==> src/rtl/i281_switch_conditioner_pkg.sv <==
// Shared constants and types for the i281 switch conditioner front end.
package i281_switch_conditioner_pkg;

  localparam int I281_SW_WIDTH          = 16;
  localparam int I281_DEF_TICK_DIV      = 50000;
  localparam int I281_DEF_STABLE_SAMPLES = 4;

  typedef enum logic {
    MODE_LIVE    = 1'b0,
    MODE_LATCHED = 1'b1
  } mode_e;

endpackage

==> src/rtl/i281_debounce_bit.sv <==
// One-bit 2-FF synchroniser plus tick-sampled history debouncer.
module i281_debounce_bit
  import i281_switch_conditioner_pkg::*;
#(
  parameter int   STABLE_SAMPLES = I281_DEF_STABLE_SAMPLES,
  parameter logic RESET_VAL      = 1'b0
) (
  input  logic Clock,
  input  logic Reset_n,
  input  logic raw,
  input  logic tick,
  output logic level
);

  logic                      sync_p0;
  logic                      sync_p1;
  logic [STABLE_SAMPLES-1:0] hist;
  logic [STABLE_SAMPLES-1:0] hist_next;

  assign hist_next = {hist[STABLE_SAMPLES-2:0], sync_p1};

  always_ff @(posedge Clock or negedge Reset_n) begin
    if (!Reset_n) begin
      sync_p0 <= RESET_VAL;
      sync_p1 <= RESET_VAL;
      hist    <= {STABLE_SAMPLES{RESET_VAL}};
      level   <= RESET_VAL;
    end else begin
      // stage p0/p1: metastability chain into Clock
      sync_p0 <= raw;
      sync_p1 <= sync_p0;
      // sample stage: mixed histories leave the level untouched
      if (tick) begin
        hist <= hist_next;
        if (&hist_next)
          level <= 1'b1;
        else if (~|hist_next)
          level <= 1'b0;
      end
    end
  end

endmodule

==> src/rtl/i281_switch_conditioner.sv <==
// Conditions raw board switches and a load key into the i281_cpu Switches word,
// in either live (follow) or latched (load-on-key) mode.
module i281_switch_conditioner
  import i281_switch_conditioner_pkg::*;
#(
  parameter int WIDTH          = I281_SW_WIDTH,
  parameter int TICK_DIV       = I281_DEF_TICK_DIV,
  parameter int STABLE_SAMPLES = I281_DEF_STABLE_SAMPLES
) (
  input  logic             Clock,
  input  logic             Reset_n,
  input  logic [WIDTH-1:0] Sw_raw,
  input  logic             Key_raw_n,
  input  logic             Mode,
  output logic [WIDTH-1:0] Switches,
  output logic             Sw_changed,
  output logic             Key_press
);

  localparam int CNT_W = (TICK_DIV > 1) ? $clog2(TICK_DIV) : 1;

  logic [CNT_W-1:0] tick_cnt;
  logic             tick;
  logic [WIDTH-1:0] db_word;
  logic             key_level;
  logic             key_level_d;
  logic             mode_p0;
  mode_e            mode_p1;
  logic             load;

  assign tick = (tick_cnt == CNT_W'(TICK_DIV - 1));

  always_ff @(posedge Clock or negedge Reset_n) begin
    if (!Reset_n)
      tick_cnt <= '0;
    else if (tick)
      tick_cnt <= '0;
    else
      tick_cnt <= tick_cnt + CNT_W'(1);
  end

  for (genvar i = 0; i < WIDTH; i++) begin : g_sw
    i281_debounce_bit #(
      .STABLE_SAMPLES(STABLE_SAMPLES),
      .RESET_VAL     (1'b0)
    ) u_db (
      .Clock  (Clock),
      .Reset_n(Reset_n),
      .raw    (Sw_raw[i]),
      .tick   (tick),
      .level  (db_word[i])
    );
  end

  i281_debounce_bit #(
    .STABLE_SAMPLES(STABLE_SAMPLES),
    .RESET_VAL     (1'b1)
  ) u_key (
    .Clock  (Clock),
    .Reset_n(Reset_n),
    .raw    (Key_raw_n),
    .tick   (tick),
    .level  (key_level)
  );

  always_ff @(posedge Clock or negedge Reset_n) begin
    if (!Reset_n) begin
      key_level_d <= 1'b1;
      mode_p0     <= 1'b0;
      mode_p1     <= MODE_LIVE;
    end else begin
      key_level_d <= key_level;
      mode_p0     <= Mode;
      mode_p1     <= mode_e'(mode_p0);
    end
  end

  // Press is the falling edge of the debounced (active-low) key only.
  assign Key_press = key_level_d & ~key_level;
  assign load      = (mode_p1 == MODE_LIVE) || Key_press;

  always_ff @(posedge Clock or negedge Reset_n) begin
    if (!Reset_n) begin
      Switches   <= '0;
      Sw_changed <= 1'b0;
    end else if (load) begin
      // output stage: capture before any same-cycle debounce update lands
      Switches   <= db_word;
      Sw_changed <= (db_word != Switches);
    end else begin
      Sw_changed <= 1'b0;
    end
  end

endmodule

==> config.mk <==
export PLATFORM = sky130hd
export DESIGN_NAME = i281_switch_conditioner
export DESIGN_NICKNAME = d
export VERILOG_FILES = /design/src/rtl/i281_switch_conditioner_pkg.sv /design/src/rtl/i281_debounce_bit.sv /design/src/rtl/i281_switch_conditioner.sv
export SDC_FILE = /design/constraint.sdc
export NUM_CORES = 1
export LEC_CHECK = 0
export CORE_AREA = 2 2 99 101
export CTS_CLUSTER_DIAMETER = 80
export DETAILED_ROUTE_END_ITERATION = 12
export DIE_AREA = 0 0 101 103
export PLACE_DENSITY = 0.78
export SLEW_MARGIN = 10
export SYNTH_ARGS = -nofsm -noshare
export SYNTH_HDL_FRONTEND = slang
export SYNTH_SLANG_ARGS = --single-unit
==> constraint.sdc <==
create_clock -name Clock -period 2.34 [get_ports Clock]
set_input_delay 0.351 -clock Clock [delete_from_list [all_inputs] [get_ports Clock]]
set_output_delay 0.351 -clock Clock [all_outputs]
set_load 0.01 [all_outputs]
==> flow_metrics.env, run 1 <==
export IMPL_clockBufferDepth=2
export IMPL_outcome="complete, no violations"
export IMPL_rsz0062_at_grt="no"
export IMPL_num_rows=36
export IMPL_hold_start="Key_raw_n"
export IMPL_reg2reg_from="tick_cnt[12]"
export IMPL_p_per_area_nw_per_um2=823
export IMPL_crit_slowest_cell="clkdlybuf4s50_1"
export IMPL_die_x_um=101
export IMPL_dp_slack_ns=0.387
export IMPL_grt_pass1_vias=3235
export IMPL_cts_buffers=17
export IMPL_synthMuxAreaShare_pct=15.0
export IMPL_rr_worst_depth=5
export IMPL_p_clk_share_pct=52.6
export IMPL_hold_path_depth=1
export IMPL_postPlaceCellArea_um2=5890
export IMPL_dr_pass1_iters=4
export IMPL_worst_path_stages=2
export IMPL_synth_distinct_cells=31
export IMPL_rrSetupSlack_ns=0.32
export IMPL_yosysMostFrequentCell="dfrtp_1"
export IMPL_antenna_found_initial=0
export IMPL_final_area_um2=6530
export IMPL_ys_async_sr_fraction_pct=100
export IMPL_cp_arrival_ns=1.74
export IMPL_worst_hold_slack_ns=0.237
export IMPL_r2r_end="g_sw[4].u_db.hist[2]"
export IMPL_power_mw=5.37
export IMPL_synthesis_area_um2=5340
export IMPL_core_um2=9460
export IMPL_final_cell_count_no_fill=548
export IMPL_fin_util_pct=69.0
export IMPL_start_kind="flip-flop"
export IMPL_fin_skew_ns=0.0105
export IMPL_area_growth_pct=22.3
export IMPL_synthTopCellsByArea="dfrtp_1 (61%), mux2_2 (12%), dfstp_2 (3.4%)"
export IMPL_grt_overflow_total=0
export IMPL_die_h_um=103
export IMPL_drive_gt1_share_pct=28.3
export IMPL_post_dp_hpwl_um=6270
export IMPL_multiInputGateArea_um2=1800
export IMPL_critPathKind="reg -> out"
export IMPL_wl_um=10300
export IMPL_grt_max_degree=50
export IMPL_clk_latency_ns=0.52
export IMPL_ctsRootBufferMaster="clkbuf_8"
export IMPL_tns_ns=0
export IMPL_dieArea_um2=10400
export IMPL_synth_top_cell_area_share_pct=61.4
export IMPL_period_minus_slack_ns=2.09
export IMPL_max_cap_violations=0
export IMPL_vias_per_cell=5.75
export IMPL_combPwrFrac_pct=2.0
export IMPL_grt_pass1_wl_um=17100
export IMPL_vdd_ir_drop_max_mv=0.619
export IMPL_p_sw_mw=1.10
export IMPL_ys_ff_latch=138
export IMPL_p_sw_share_pct=20.5
export IMPL_ant_nets=0
export IMPL_required_ns=1.99
export IMPL_synthTopCellsByCount="dfrtp_1 (131), mux2_2 (55), nand4_1 (23)"
export IMPL_setup_ws_ns=0.246
export IMPL_fillCellCount=627
export IMPL_sequentialPowerShare_pct=45.4
export IMPL_synth_fa_ha_area_share_pct=0.234
export IMPL_io_buffers=37
export IMPL_cts_clk_slew_worst_paths_ns=0.06
export IMPL_layout_nets=442
export IMPL_diodes=0
export IMPL_hold_viol=0
export IMPL_synth_top_family_by_area="multiplexers"
export IMPL_worst_pin_slew_ns=0.456
export IMPL_avgSynthCellArea_um2=14.7
export IMPL_ys_flop_type="dfrtp_1"
export IMPL_setup_viol_count_final=0
export IMPL_post_drt_wl_per_cell_um=18.7
export IMPL_fmax_mhz=478
export IMPL_synth_compound_area_share_pct=4.15
export IMPL_crit_start="key_level_d"
export IMPL_synth_edff_count=0
export IMPL_synth_nets=384
export IMPL_cts_sink_count=138
export IMPL_crit_chain="nor2b_1 > clkdlybuf4s50_1"
export IMPL_finalMaxSlewViolations=0
export IMPL_ctsHtreeMaxLevel=4
export IMPL_hp_class="in -> reg"
export IMPL_ys_seq_area_share_pct=64.8
export IMPL_cp_num_buf_inv=1
export IMPL_grt_use_total_pct=22.0
export IMPL_place_inst=515
export IMPL_drtIter0Drc=105
export IMPL_io_pins=38
export IMPL_start_util_pct=56.4
export IMPL_cts_tree="done"
export IMPL_synthSimpleGateAreaFrac_pct=9.28
export IMPL_synthXorXnorAreaFrac_pct=4.92
export IMPL_route_detailed_drc=0
export IMPL_post_cts_buffers=0
export IMPL_internal_power_mw=4.27
export IMPL_register_area_um2=3460
export IMPL_worstHoldEndpoint="u_key.sync_p0"
export IMPL_worst_path_max_fanout=2
export IMPL_yosysWarnings=0
export IMPL_cpPeakStageDelay_ns=0.55
export IMPL_synth_area_leader_cell="dfrtp_1"
export IMPL_num_vias=3149
export IMPL_crit_family="buffers and inverters"
export IMPL_fin_crit_sh_pct=89.5
export IMPL_leakage_nw=3.06
export IMPL_place_gp_congestion=0.775
export IMPL_relSlewSlack_pct=69.6
export IMPL_crit_path_end_kind="primary output"
export IMPL_syn_inst=363
## final cells by class
| cell class | count | share of cell area [%] |
|---|---|---|
| Clock buffer | 20 | 6.82 |
| Clock inverter | 12 | 2.82 |
| Multi-Input combinational cell | 211 | 27.5 |
| Tap cell | 114 | 2.18 |
| Inverter | 2 | 0.115 |
| Timing Repair Buffer | 51 | 7.53 |
| Sequential cell | 138 | 53.0 |
## state kept, by name, summed over array words and instances, names as in the netlist
signal             count
tick_cnt              16
g_sw.u_db.level       16
Switches              16
Sw_changed             1
u_key.sync_p0          1
u_key.sync_p1          1
mode_p0                1
g_sw.u_db.sync_p0     16
u_key.hist             3
mode_p1                1
key_level_d            1
u_key.level            1
g_sw.u_db.hist        48
g_sw.u_db.sync_p1     16
## how the worst max path moves through the flow
stage	endpoint	slack [ns]
after CTS	Key_press	0.22
after detailed placement	g_sw[4].u_db.hist[2]	0.39
after global routing	Key_press	0.17
after floorplan	g_sw[10].u_db.hist[2]	0.47
after global placement	g_sw[13].u_db.hist[2]	0.42
final	Key_press	0.25
## placed cells by master, fill, tap and decap left out, types with 4 or more instances in the layout
cell / n
dfrtp_1: 131
mux2_2: 55
clkdlybuf4s50_1: 36
nand4_1: 23
xnor2_1: 17
or4_1: 17
o31ai_1: 17
o21ai_0: 17
clkbuf_16: 16
xor2_1: 13
mux2_4: 12
buf_4: 12
nor2_1: 10
dfstp_2: 7
nand3_1: 6
nor3_1: 5
nor4_1: 4
inv_6: 4
bufinv_16: 4
## per-layer routing
layer | vias up | share of wire (%) | global-route usage, %
li1 | 1451 | - | -
met1 | 1628 | 43 | 28.3
met2 | 56 | 52 | 36.5
met3 | 14 | 3.8 | 5.63
met4 | 0 | 1.5 | 7.90
met5 | - | 0 | 0
## power groups by stage
stage               Sequential [mW]  Clock [mW]  Combinational (mW)
finish                         2.44        2.83               0.110
detailed placement             2.48           0               0.112
CTS                            2.44        2.87               0.114
global placement               2.48           0               0.109
floorplan                      2.47           0              0.0193
global route                   2.44        2.98               0.126
## logic make-up (layout without fill, tap and decap cells)
logic type	count (synthesis)	after routing
AND/OR/NAND/NOR	78	78
adder cells (fa/ha/maj)	1	1
flip-flops	138	138
multiplexers	67	67
XOR/XNOR	30	30
AO/OA/AOI/OAI	35	35
buffers and inverters	14	85
## repair_timing
action / 4_1_cts / 5_1_grt
hold buffers: 1 / 0
hold endpoints to repair: 45 / 0
resized for setup: 0 / 0
Note: power is estimated with default switching activity, not from simulation.
==> run 2, diff against run 1 <==
Settings changed: GPL_ROUTABILITY_DRIVEN from default to 0, SLEW_MARGIN 10 to default.
==> results of run 2 <==
The final DEF is identical to that of run 1; final timing and power are the same.
==> run 3, diff against run 2 <==
==> constraint.sdc (replaced) <==
create_clock -name Clock -period 2.34 [get_ports Clock]
set_input_delay 0.468 -clock Clock [delete_from_list [all_inputs] [get_ports Clock]]
set_output_delay 0.468 -clock Clock [all_outputs]
set_load 0.01 [all_outputs]
==> run 3 against run 2 <==
  * Power is 5.0% lower
  * Clock skew is 0.0015 ns lower
  * Critical path type unchanged
  * Non-clock buffer count shrank 4
  * Critical path depth did not move
  * Critical endpoint unchanged
  * Maximum frequency shrank 5.3%
  * Die area did not move
  * Sequential power about the same
  * Worst hold slack better by 0.11 ns
==> flow_metrics.env, run 3 (synthesis results as in run 1) <==
export IMPL_dr_pass1_iters=4
export IMPL_rrSetupSlack_ns=0.30
export IMPL_final_area_um2=6480
export IMPL_cts_tree="done"
export IMPL_io_pins=38
export IMPL_relSlewSlack_pct=70.7
export IMPL_core_um2=9460
export IMPL_cts_sink_count=138
export IMPL_final_common_cell="dfrtp_1"
export IMPL_worst_hold_slack_ns=0.351
export IMPL_period_minus_slack_ns=2.21
export IMPL_grt_use_total_pct=20.5
export IMPL_finalMaxSlewViolations=0
export IMPL_hold_viol=0
export IMPL_hp_class="reg -> reg"
export IMPL_layout_nets=438
export IMPL_clockBufferDepth=2
export IMPL_ctsHoldBuffers=1
export IMPL_post_drt_wl_per_cell_um=17.8
export IMPL_critPathKind="reg -> out"
export IMPL_fmax_mhz=452
export IMPL_num_rows=36
export IMPL_area_growth_pct=21.4
export IMPL_largest_register_ff_count=48
export IMPL_outcome="complete, no violations"
export IMPL_cts_repair_resized=0
export IMPL_worstHoldEndpoint="g_sw[14].u_db.sync_p1"
export IMPL_ctsHtreeMaxLevel=4
export IMPL_ant_nets=0
export IMPL_leakage_nw=3.03
export IMPL_clk_latency_ns=0.52
export IMPL_vias_per_cell=5.68
export IMPL_grt_overflow_total=0
export IMPL_die_h_um=103
export IMPL_crit_slowest_cell="clkdlybuf4s50_1"
export IMPL_setup_viol_count_final=0
export IMPL_worst_path_max_fanout=2
export IMPL_cp_num_buf_inv=1
export IMPL_max_cap_violations=0
export IMPL_diodes=0
export IMPL_antenna_found_initial=0
export IMPL_cts_buffers=17
export IMPL_num_vias=3089
export IMPL_reg2reg_from="tick_cnt[0]"
export IMPL_cts_clk_slew_worst_paths_ns=0.06
export IMPL_mostFrequentLayoutCells="dfrtp_1 (131), mux2_2 (55), clkdlybuf4s50_1 (36)"
export IMPL_r2r_end="g_sw[3].u_db.hist[1]"
export IMPL_start_kind="flip-flop"
export IMPL_fin_skew_ns=0.00900
export IMPL_postPlaceCellArea_um2=5900
export IMPL_drive_gt1_share_pct=27.9
export IMPL_io_buffers=37
export IMPL_grt_max_degree=56
export IMPL_required_ns=1.87
export IMPL_cp_arrival_ns=1.74
export IMPL_grt_pass1_wl_um=15800
export IMPL_route_detailed_drc=0
export IMPL_wl_um=9670
export IMPL_drtIter0Drc=108
export IMPL_post_cts_buffers=0
export IMPL_rr_worst_depth=6
export IMPL_ctsRootBufferMaster="clkbuf_8"
export IMPL_largest_register="g_sw.u_db.hist"
export IMPL_crit_path_end_kind="primary output"
export IMPL_post_dp_hpwl_um=6040
export IMPL_hold_path_depth=0
export IMPL_rsz0062_at_grt="no"
export IMPL_die_x_um=101
export IMPL_grt_pass1_vias=3136
export IMPL_cpPeakStageDelay_ns=0.57
export IMPL_worst_pin_slew_ns=0.439
export IMPL_p_per_area_nw_per_um2=787
export IMPL_fin_crit_sh_pct=94.5
export IMPL_dieArea_um2=10400
export IMPL_tns_ns=0
export IMPL_worst_path_stages=2
export IMPL_setup_ws_ns=0.129
export IMPL_crit_family="buffers and inverters"
export IMPL_crit_chain="nor2b_1 > clkdlybuf4s50_1"
export IMPL_fillCellCount=644
export IMPL_start_util_pct=56.4
export IMPL_hold_start="g_sw[14].u_db.sync_p0"
export IMPL_vdd_ir_drop_max_mv=0.423
export IMPL_dp_slack_ns=0.316
run 3: worst max-delay path by stage:
stage / from / end / slack (ns)
final: key_level_d / Key_press / 0.13
after global routing: key_level_d / Key_press / 0.03
after CTS: key_level_d / Key_press / 0.10
after detailed placement: tick_cnt[0] / g_sw[3].u_db.hist[0] / 0.32
after global placement: tick_cnt[10] / g_sw[11].u_db.hist[0] / 0.40
after floorplan: tick_cnt[0] / g_sw[10].u_db.hist[2] / 0.47
run 3: layer usage:
metal	share of wire, %	wire length (µm)	GRT usage [%]
met1	43	4170	25.6
met2	51	4940	33.4
met3	4.1	393	6.51
met4	1.7	161	8.32
met5	0	0	0
run 3: layout make-up:
| class | count | area, µm² | share of cell area (%) |
|---|---|---|---|
| Sequential cell | 138 | 3460 | 53.4 |
| Inverter | 2 | 7.51 | 0.116 |
| Clock inverter | 14 | 144 | 2.22 |
| Timing Repair Buffer | 47 | 499 | 7.70 |
| Multi-Input combinational cell | 211 | 1800 | 27.7 |
| Tap cell | 114 | 143 | 2.20 |
| Clock buffer | 18 | 428 | 6.60 |
run 3: report_power, final:
group	internal [mW]	switching (mW)
Sequential	2.42	0.0157
Clock	1.55	1.01
Combinational	0.0478	0.0610
run 3: stage by stage:
stage               util [%]  total power, mW  cells
floorplan                  -             2.49    363
finish                  68.5             5.10    544
global route            68.5             5.29    544
detailed placement      62.4             2.59    511
global placement        62.4             2.59    511
CTS                     68.5             5.16    544
